**config.mk**
```make
export PLATFORM = sky130hd
export DESIGN_NAME = phase_mag_unit
export DESIGN_NICKNAME = d
export VERILOG_FILES = /design/src/rtl/sin_cos_pkg.sv /design/src/rtl/phase_mag_unit_stage.sv /design/src/rtl/phase_mag_unit.sv
export SDC_FILE = /design/constraint.sdc
export NUM_CORES = 1
export LEC_CHECK = 0
export BUFFER_PORTS_ARGS = -buffer_cell sky130_fd_sc_hd__buf_4
export CAP_MARGIN = 20
export CORE_ASPECT_RATIO = 0.9
export CORE_MARGIN = 8
export CORE_UTILIZATION = 34
export DETAILED_ROUTE_END_ITERATION = 12
export PLACE_DENSITY_LB_ADDON = 0.2
export SLEW_MARGIN = 20
export SYNTH_ARGS = -nofsm -noshare
export SYNTH_HDL_FRONTEND = slang
export SYNTH_HIERARCHICAL = 1
export SYNTH_SLANG_ARGS = --single-unit
```
**constraint.sdc**
```tcl
create_clock -name clk -period 16.5 [get_ports clk]
set_input_delay 3.3 -clock clk [delete_from_list [all_inputs] [get_ports clk]]
set_output_delay 3.3 -clock clk [all_outputs]
set_load 0.02 [all_outputs]
```
**src/rtl/sin_cos_pkg.sv**
```systemverilog
// Shared constants for the sin/cos and phase/magnitude CORDIC blocks.
// Angles are in turns; the ATAN table is scaled to 2^24 per turn.
package sin_cos_pkg;

  localparam int ATAN_W = 24;

  localparam logic [23:0] ATAN_TAB [16] = '{
    24'd2097152, 24'd1238021, 24'd654136, 24'd332050,
    24'd166669,  24'd83416,   24'd41718,  24'd20860,
    24'd10430,   24'd5215,    24'd2608,   24'd1304,
    24'd652,     24'd326,     24'd163,    24'd81
  };

  localparam int K_INV = 1244;

  localparam logic [15:0] TURN_HALF    = 16'd1024;
  localparam logic [15:0] TURN_QUARTER = 16'd512;
  localparam logic [15:0] PHASE_MASK   = 16'h07FF;

  typedef enum logic [1:0] {
    IDLE,
    ROT,
    DONE
  } state_e;

  // ATAN[i] rescaled from 2^24 to 2^aw units per turn
  function automatic logic [31:0] atan_at(
    input logic [3:0] i,
    input int         aw
  );
    logic [31:0] t;
    t = {8'd0, ATAN_TAB[i]};
    if (aw >= ATAN_W) begin
      atan_at = t << (aw - ATAN_W);
    end else begin
      atan_at = (t + (32'd1 << (ATAN_W - 1 - aw)))
                >> (ATAN_W - aw);
    end
  endfunction

endpackage

```
**src/rtl/phase_mag_unit_stage.sv**
```systemverilog
// One vectoring-mode CORDIC micro-rotation, purely combinational.
// Drives y toward zero and accumulates the rotated angle into z.
module cordic_vec_stage
  import sin_cos_pkg::*;
#(
  parameter int DW = 24,
  parameter int AW = 24
) (
  input  logic signed [DW-1:0] x_i,
  input  logic signed [DW-1:0] y_i,
  input  logic        [AW-1:0] z_i,
  input  logic        [3:0]    i_i,
  output logic signed [DW-1:0] x_o,
  output logic signed [DW-1:0] y_o,
  output logic        [AW-1:0] z_o
);

  logic signed [DW-1:0] xs;
  logic signed [DW-1:0] ys;
  logic        [AW-1:0] at;

  // rotate against the sign of y using the pre-update x/y
  always_comb begin
    xs = x_i >>> i_i;
    ys = y_i >>> i_i;
    at = AW'(atan_at(i_i, AW));
    if (!y_i[DW-1]) begin
      x_o = x_i + ys;
      y_o = y_i - xs;
      z_o = z_i + at;
    end else begin
      x_o = x_i - ys;
      y_o = y_i + xs;
      z_o = z_i - at;
    end
  end

endmodule

```
**src/rtl/phase_mag_unit.sv**
```systemverilog
// Iterative vectoring CORDIC: (x, y) -> phase in turns and magnitude.
// One micro-rotation per clock through a single reused stage.
module phase_mag_unit
  import sin_cos_pkg::*;
#(
  parameter int ITER  = 14,
  parameter int GUARD = 3,
  parameter int ANG_W = 24
) (
  input  logic        clk,
  input  logic        rst_n,
  input  logic        in_valid,
  output logic        in_ready,
  input  logic [15:0] x_in,
  input  logic [15:0] y_in,
  output logic        out_valid,
  input  logic        out_ready,
  output logic [15:0] phase_out,
  output logic [15:0] mag_out,
  output logic        zero_out
);

  localparam int DW = 18 + 2 * GUARD;
  localparam int PW = DW + 14;
  localparam logic [3:0] LAST = 4'(ITER - 1);

  state_e               state_q, state_d;
  logic [3:0]           iter_q, iter_d;
  logic signed [DW-1:0] x_q, x_d;
  logic signed [DW-1:0] y_q, y_d;
  logic [ANG_W-1:0]     z_q, z_d;
  logic                 zero_q, zero_d;
  logic                 zo_q, zo_d;
  logic                 ov_q, ov_d;
  logic                 rdy_q, rdy_d;
  logic [15:0]          ph_q, ph_d;
  logic [15:0]          mag_q, mag_d;

  logic signed [DW-1:0] xe, ye;
  logic signed [DW-1:0] xr, yr;
  logic [ANG_W-1:0]     zr;
  logic signed [PW-1:0] prod, rnd, sh;
  logic [ANG_W-1:0]     zsum;
  logic [10:0]          ph_r;
  logic [15:0]          mag_r;

  cordic_vec_stage #(
    .DW (DW),
    .AW (ANG_W)
  ) u_stage (
    .x_i (x_q),
    .y_i (y_q),
    .z_i (z_q),
    .i_i (iter_q),
    .x_o (xr),
    .y_o (yr),
    .z_o (zr)
  );

  // sign-extend first, then append guard LSBs
  always_comb begin
    xe = {{(2 + GUARD){x_in[15]}}, x_in, {GUARD{1'b0}}};
    ye = {{(2 + GUARD){y_in[15]}}, y_in, {GUARD{1'b0}}};
  end

  // gain compensation, saturation and phase rounding
  always_comb begin
    prod = PW'(x_q) * PW'(K_INV);
    rnd  = prod + (PW'(1) <<< (10 + GUARD));
    sh   = rnd >>> (11 + GUARD);
    if (sh < 0) begin
      mag_r = 16'd0;
    end else if (sh > PW'(65535)) begin
      mag_r = 16'hFFFF;
    end else begin
      mag_r = 16'(sh);
    end
    zsum = z_q + (ANG_W'(1) << (ANG_W - 12));
    ph_r = 11'(zsum >> (ANG_W - 11));
  end

  // FSM next state, capture/pre-fold, iteration and result load
  always_comb begin
    state_d = state_q;
    iter_d  = iter_q;
    x_d     = x_q;
    y_d     = y_q;
    z_d     = z_q;
    zero_d  = zero_q;
    zo_d    = zo_q;
    ov_d    = ov_q;
    ph_d    = ph_q;
    mag_d   = mag_q;
    rdy_d   = 1'b1;
    unique case (state_q)
      IDLE: begin
        if (in_valid && rdy_q) begin
          zero_d  = (x_in == 16'd0) && (y_in == 16'd0);
          iter_d  = 4'd0;
          state_d = ROT;
          if (x_in[15]) begin
            x_d = -xe;
            y_d = -ye;
            z_d = ANG_W'(1) << (ANG_W - 1);
          end else begin
            x_d = xe;
            y_d = ye;
            z_d = '0;
          end
        end
      end
      ROT: begin
        x_d    = xr;
        y_d    = yr;
        z_d    = zr;
        iter_d = iter_q + 4'd1;
        if (iter_q == LAST) begin
          iter_d  = 4'd0;
          state_d = DONE;
        end
      end
      DONE: begin
        if (!ov_q) begin
          ov_d  = 1'b1;
          zo_d  = zero_q;
          ph_d  = zero_q ? 16'd0 : ({5'd0, ph_r} & PHASE_MASK);
          mag_d = zero_q ? 16'd0 : mag_r;
        end else if (out_ready) begin
          ov_d    = 1'b0;
          state_d = IDLE;
        end
      end
      default: state_d = IDLE;
    endcase
  end

  // state and datapath registers
  always_ff @(posedge clk or negedge rst_n) begin
    if (!rst_n) begin
      state_q <= IDLE;
      iter_q  <= 4'd0;
      x_q     <= '0;
      y_q     <= '0;
      z_q     <= '0;
      zero_q  <= 1'b0;
      zo_q    <= 1'b0;
      ov_q    <= 1'b0;
      rdy_q   <= 1'b0;
      ph_q    <= 16'd0;
      mag_q   <= 16'd0;
    end else begin
      state_q <= state_d;
      iter_q  <= iter_d;
      x_q     <= x_d;
      y_q     <= y_d;
      z_q     <= z_d;
      zero_q  <= zero_d;
      zo_q    <= zo_d;
      ov_q    <= ov_d;
      rdy_q   <= rdy_d;
      ph_q    <= ph_d;
      mag_q   <= mag_d;
    end
  end

  assign in_ready  = rdy_q && (state_q == IDLE);
  assign out_valid = ov_q;
  assign phase_out = ph_q;
  assign mag_out   = mag_q;
  assign zero_out  = zo_q;

endmodule
```
==> results.md <==
- Endpoint required time on the critical path: 16.83 ns
- Main area contributors after synthesis: dfrtp_1 15%, ha_1 12%, fa_1 9.9%, mux4_2 7.1%, nand2_1 4.9%
- Global-route congestion overflow total: 0
- Clock latency reported for the late side of the worst-skew pair: roughly 0.4 ns
- Count of endpoints failing setup in the final report: 0
- WP data arrival: around 7.6 ns
- Antenna violations before repair: 0
- Global-route wire length before repair: 88.9 mm
- Width of the chip: 263 um
- Critical path buffer and inverter count: 2
- Post-place setup slack: 9.31 ns
- Maximum achievable frequency: 138 MHz
- Cells after synthesis: roughly 2200
- Register area: around 2700 um^2
- Total I/O pin count: 71
- Post-route clock period utilization: 0.439
- Area growth syn-to-layout: 6.99%
- Post-layout utilization of the core: 0.368
- Final setup TNS: 0 ns
- Proportion of register bits with asynchronous set or reset after synthesis: 1.00
- Endpoints failing hold: 0
- Proportion of layout cells with a drive suffix above 1: 0.111
- Fillcell total: 5607
- Multi-input gate area: 14700 um^2
- Actual slew at the worst max-slew pin: 0.915 ns
- Post-synthesis cell type count: roughly 110
- Layout Nets: about 2500
- Gates resized, CTS repair: 0
- Clock tree skew after final layout: 0.0155 ns
- Predominant post-synthesis flop cell: dfrtp_1
- Run status: finished clean
- Synth Warn #: 6
- Min Tclk post-route: 7.24 ns
- Via count of the routed design: 16327
- Category of cells accounting for the largest share of critical-path delay: adder cells
- Tot GR Track Use: 0.173
- Slack of the critical path: 9.26 ns
- Startpoint of the lowest-slack register-to-register path: x_q[22]
- Post-synthesis register bit count: 109
- Maximum fanout along the worst path: 17
- Number of global-route vias before repair: 15709
- Post-Synthesis Cell Area: 18700 um^2
- Final estimated routing congestion in global placement: around 0.9
- Share of synthesized area occupied by flip-flops and latches: 0.146
- Via/cell ratio: approximately 5.6
- Clock Sink Count: between 100 and 150
- Critical Path Start Type: flip-flop
- Antenna Violating Nets Remaining: 0
- Detailed-route wire length per cell: 19.0 um
- Average cell area after synthesis: 8.39 um^2
- Pin count of the biggest net entering global routing: between 100 and 150
- Die area: 62700 um^2
- Diodes inserted: 0
- H-tree depth reported by CTS: 3
- Rel. slew slack: 0.388
- Max-cap viol count: 0
- Start point of the critical path: x_q[22]
- CTS clock-pin slew for the worst setup and hold paths: 0.08 ns
- Worst path cell trace: inv_1, ha_1, fa_1, inv_1, fa_1, fa_1, fa_1, ha_1, a211oi_1, o21ai_0, a221oi_1, nand4_1, a31o_2, xor2_1, nand2_1, a2111oi_0, o31a_1, o41a_4, a221o_1
- Class of the tightest hold or removal check: reg -> reg
- Cell seen most often among critical-path stages: fa_1
- Setup fix buffers added after clock tree synthesis: 0
- Starting density of the core: 0.344
- Residual DRC count: 0
- Final Max Slew Viols: 0
- Detailed placement HPWL: 43.2 mm
- Number of flops mapped to enable cells by yosys: 0
- Slowest stage cell on the critical path: dfrtp_1
- Type of element capturing the critical path: flip-flop
- Hold wc startpoint: phase_out[0]
- Floorplan Core Area: 54300 um^2
- Synth area leader: dfrtp_1
- Max Root-Sink Buffers: 2
- Type of the worst setup path: reg -> reg
- Total clock buffers created by CTS: 9
- Fraction of synthesized cell area taken by the top area cell type: 0.146
- Routed wire length: 55.4 mm
- TritonCTS clock tree: yes
- Worst stage delay on the critical path: 0.73 ns
- IO Port Bufs: 65
- Die Y-Extent: 238 um
- First-pass detailed-route iteration total: 6
- Starting DRT DRC Count: 1234
- Row Count: between 80 and 90
- Hold buffer count at CTS: 0
- Unrepaired setup endpoints after global routing: false
- Master cell of the clock root buffer: clkbuf_16
## cells in the mapped netlist, types with 7 or more instances
cell type	n
mux2i_1	40
buf_2	15
or3_1	17
or2_2	10
and3_1	15
nor3_1	38
nor4_1	7
ha_1	182
and2_1	13
buf_1	13
nand4_1	18
o21ai_0	120
nor2_1	159
dfrtp_1	109
xor2_1	84
o21a_1	15
a31oi_1	25
o211ai_1	18
nand2_1	246
a211oi_1	18
mux2_2	23
nand2b_1	18
a21o_1	35
mux4_2	59
xnor2_1	97
a22o_1	11
o31ai_1	25
nand3_1	67
inv_1	201
fa_1	92
clkbuf_1	66
a221o_1	17
a21oi_1	162
nor2b_1	21
o22ai_1	7
## cell families (layout without fill, tap and decap cells)
kind of cell | count (synthesis) | after routing | synth area share
simple gates | 672 | 672 | 0.172
compound gates | 543 | 543 | 0.191
buf+inv | 310 | 299 | 0.0684
fa+ha+maj | 274 | 274 | 0.220
xor+xnor | 185 | 185 | 0.0883
mux | 132 | 132 | 0.114
flops | 109 | 109 | 0.146
other cells | 2 | 6 | 0.000402
## tightest hold or removal path, cell delays in order (launching register included)
cell and delay [ns]:
dfrtp_1 0.35, nand2_1 0.05, o21ai_0 0.06
## layout make-up
| cell class | instances | share of cell area |
|---|---|---|
| sequential | 109 | 0.137 |
| tap | 705 | 0.0441 |
| clock inverter | 6 | 0.00263 |
| inverter | 202 | 0.0379 |
| clock buffer | 10 | 0.0120 |
| multi-input combinational | 1812 | 0.736 |
| timing repair buffer | 81 | 0.0306 |
## worst paths after layout
check                               end  cells after the start  slack (ns)
max                         mag_out[10]                     19        9.26
min                        phase_out[0]                      2        0.49
max reg2reg                 mag_out[10]                     19        9.26
min reg2reg                phase_out[0]                      2        0.49
max in group asynchronous     iter_q[0]                      2       12.16
min in group asynchronous        z_q[7]                      1        2.95
## layout by cell type (no fill, tap or decap), types with 13 or more instances in the layout
master    netlist  routed
mux2_2         23      23
nor2b_1        21      20
and2_1         13      13
nor3_1         38      38
o31ai_1        25      25
a21o_1         35      35
xor2_1         84      84
xnor2_1        97      97
dfrtp_1       109     104
a211oi_1       18      18
and3_1         15      15
mux4_2         59      59
nand2_1       246     245
o21ai_0       120     120
inv_1         201     201
a31oi_1        25      25
nand2b_1       18      18
nand4_1        18      18
a21oi_1       162     162
fa_1           92      92
mux2i_1        40      40
o211ai_1       18      18
buf_4           6      80
or3_1          17      16
nand3_1        67      67
ha_1          182     182
nor2_1        159     159
a221o_1        17      17
o21a_1         15      15
## sequential cells by signal, summed over array words and instances (netlist names)
signal,flops
zero_q,1
rdy_q,1
state_q,2
phase_out,11
x_q,24
mag_out,16
iter_q,4
y_q,24
out_valid,1
z_q,24
zero_out,1
## per-layer routing
layer / GRT usage / vias to the layer above / routed length [um]
met4: 0.0343 / 0 / 694
li1: - / 7849 / -
met3: 0.0313 / 42 / 3010
met5: 0 / - / 0
met1: 0.251 / 8063 / 27500
met2: 0.266 / 373 / 24300
## metrics by stage
step / cells / instance area (um^2) / hold slack, ns
after floorplan: 2231 / 18700 / 0.467
final: 2925 / 20000 / 0.489
after global routing: 2925 / 20000 / 0.511
after global placement: 2909 / 19700 / 0.473
after CTS: 2925 / 20000 / 0.499
after detailed placement: 2909 / 19700 / 0.480
Power is left out: the tool's default activity adds up to more than one toggle a clock period on the data nets, which glitch-free logic cannot reach.
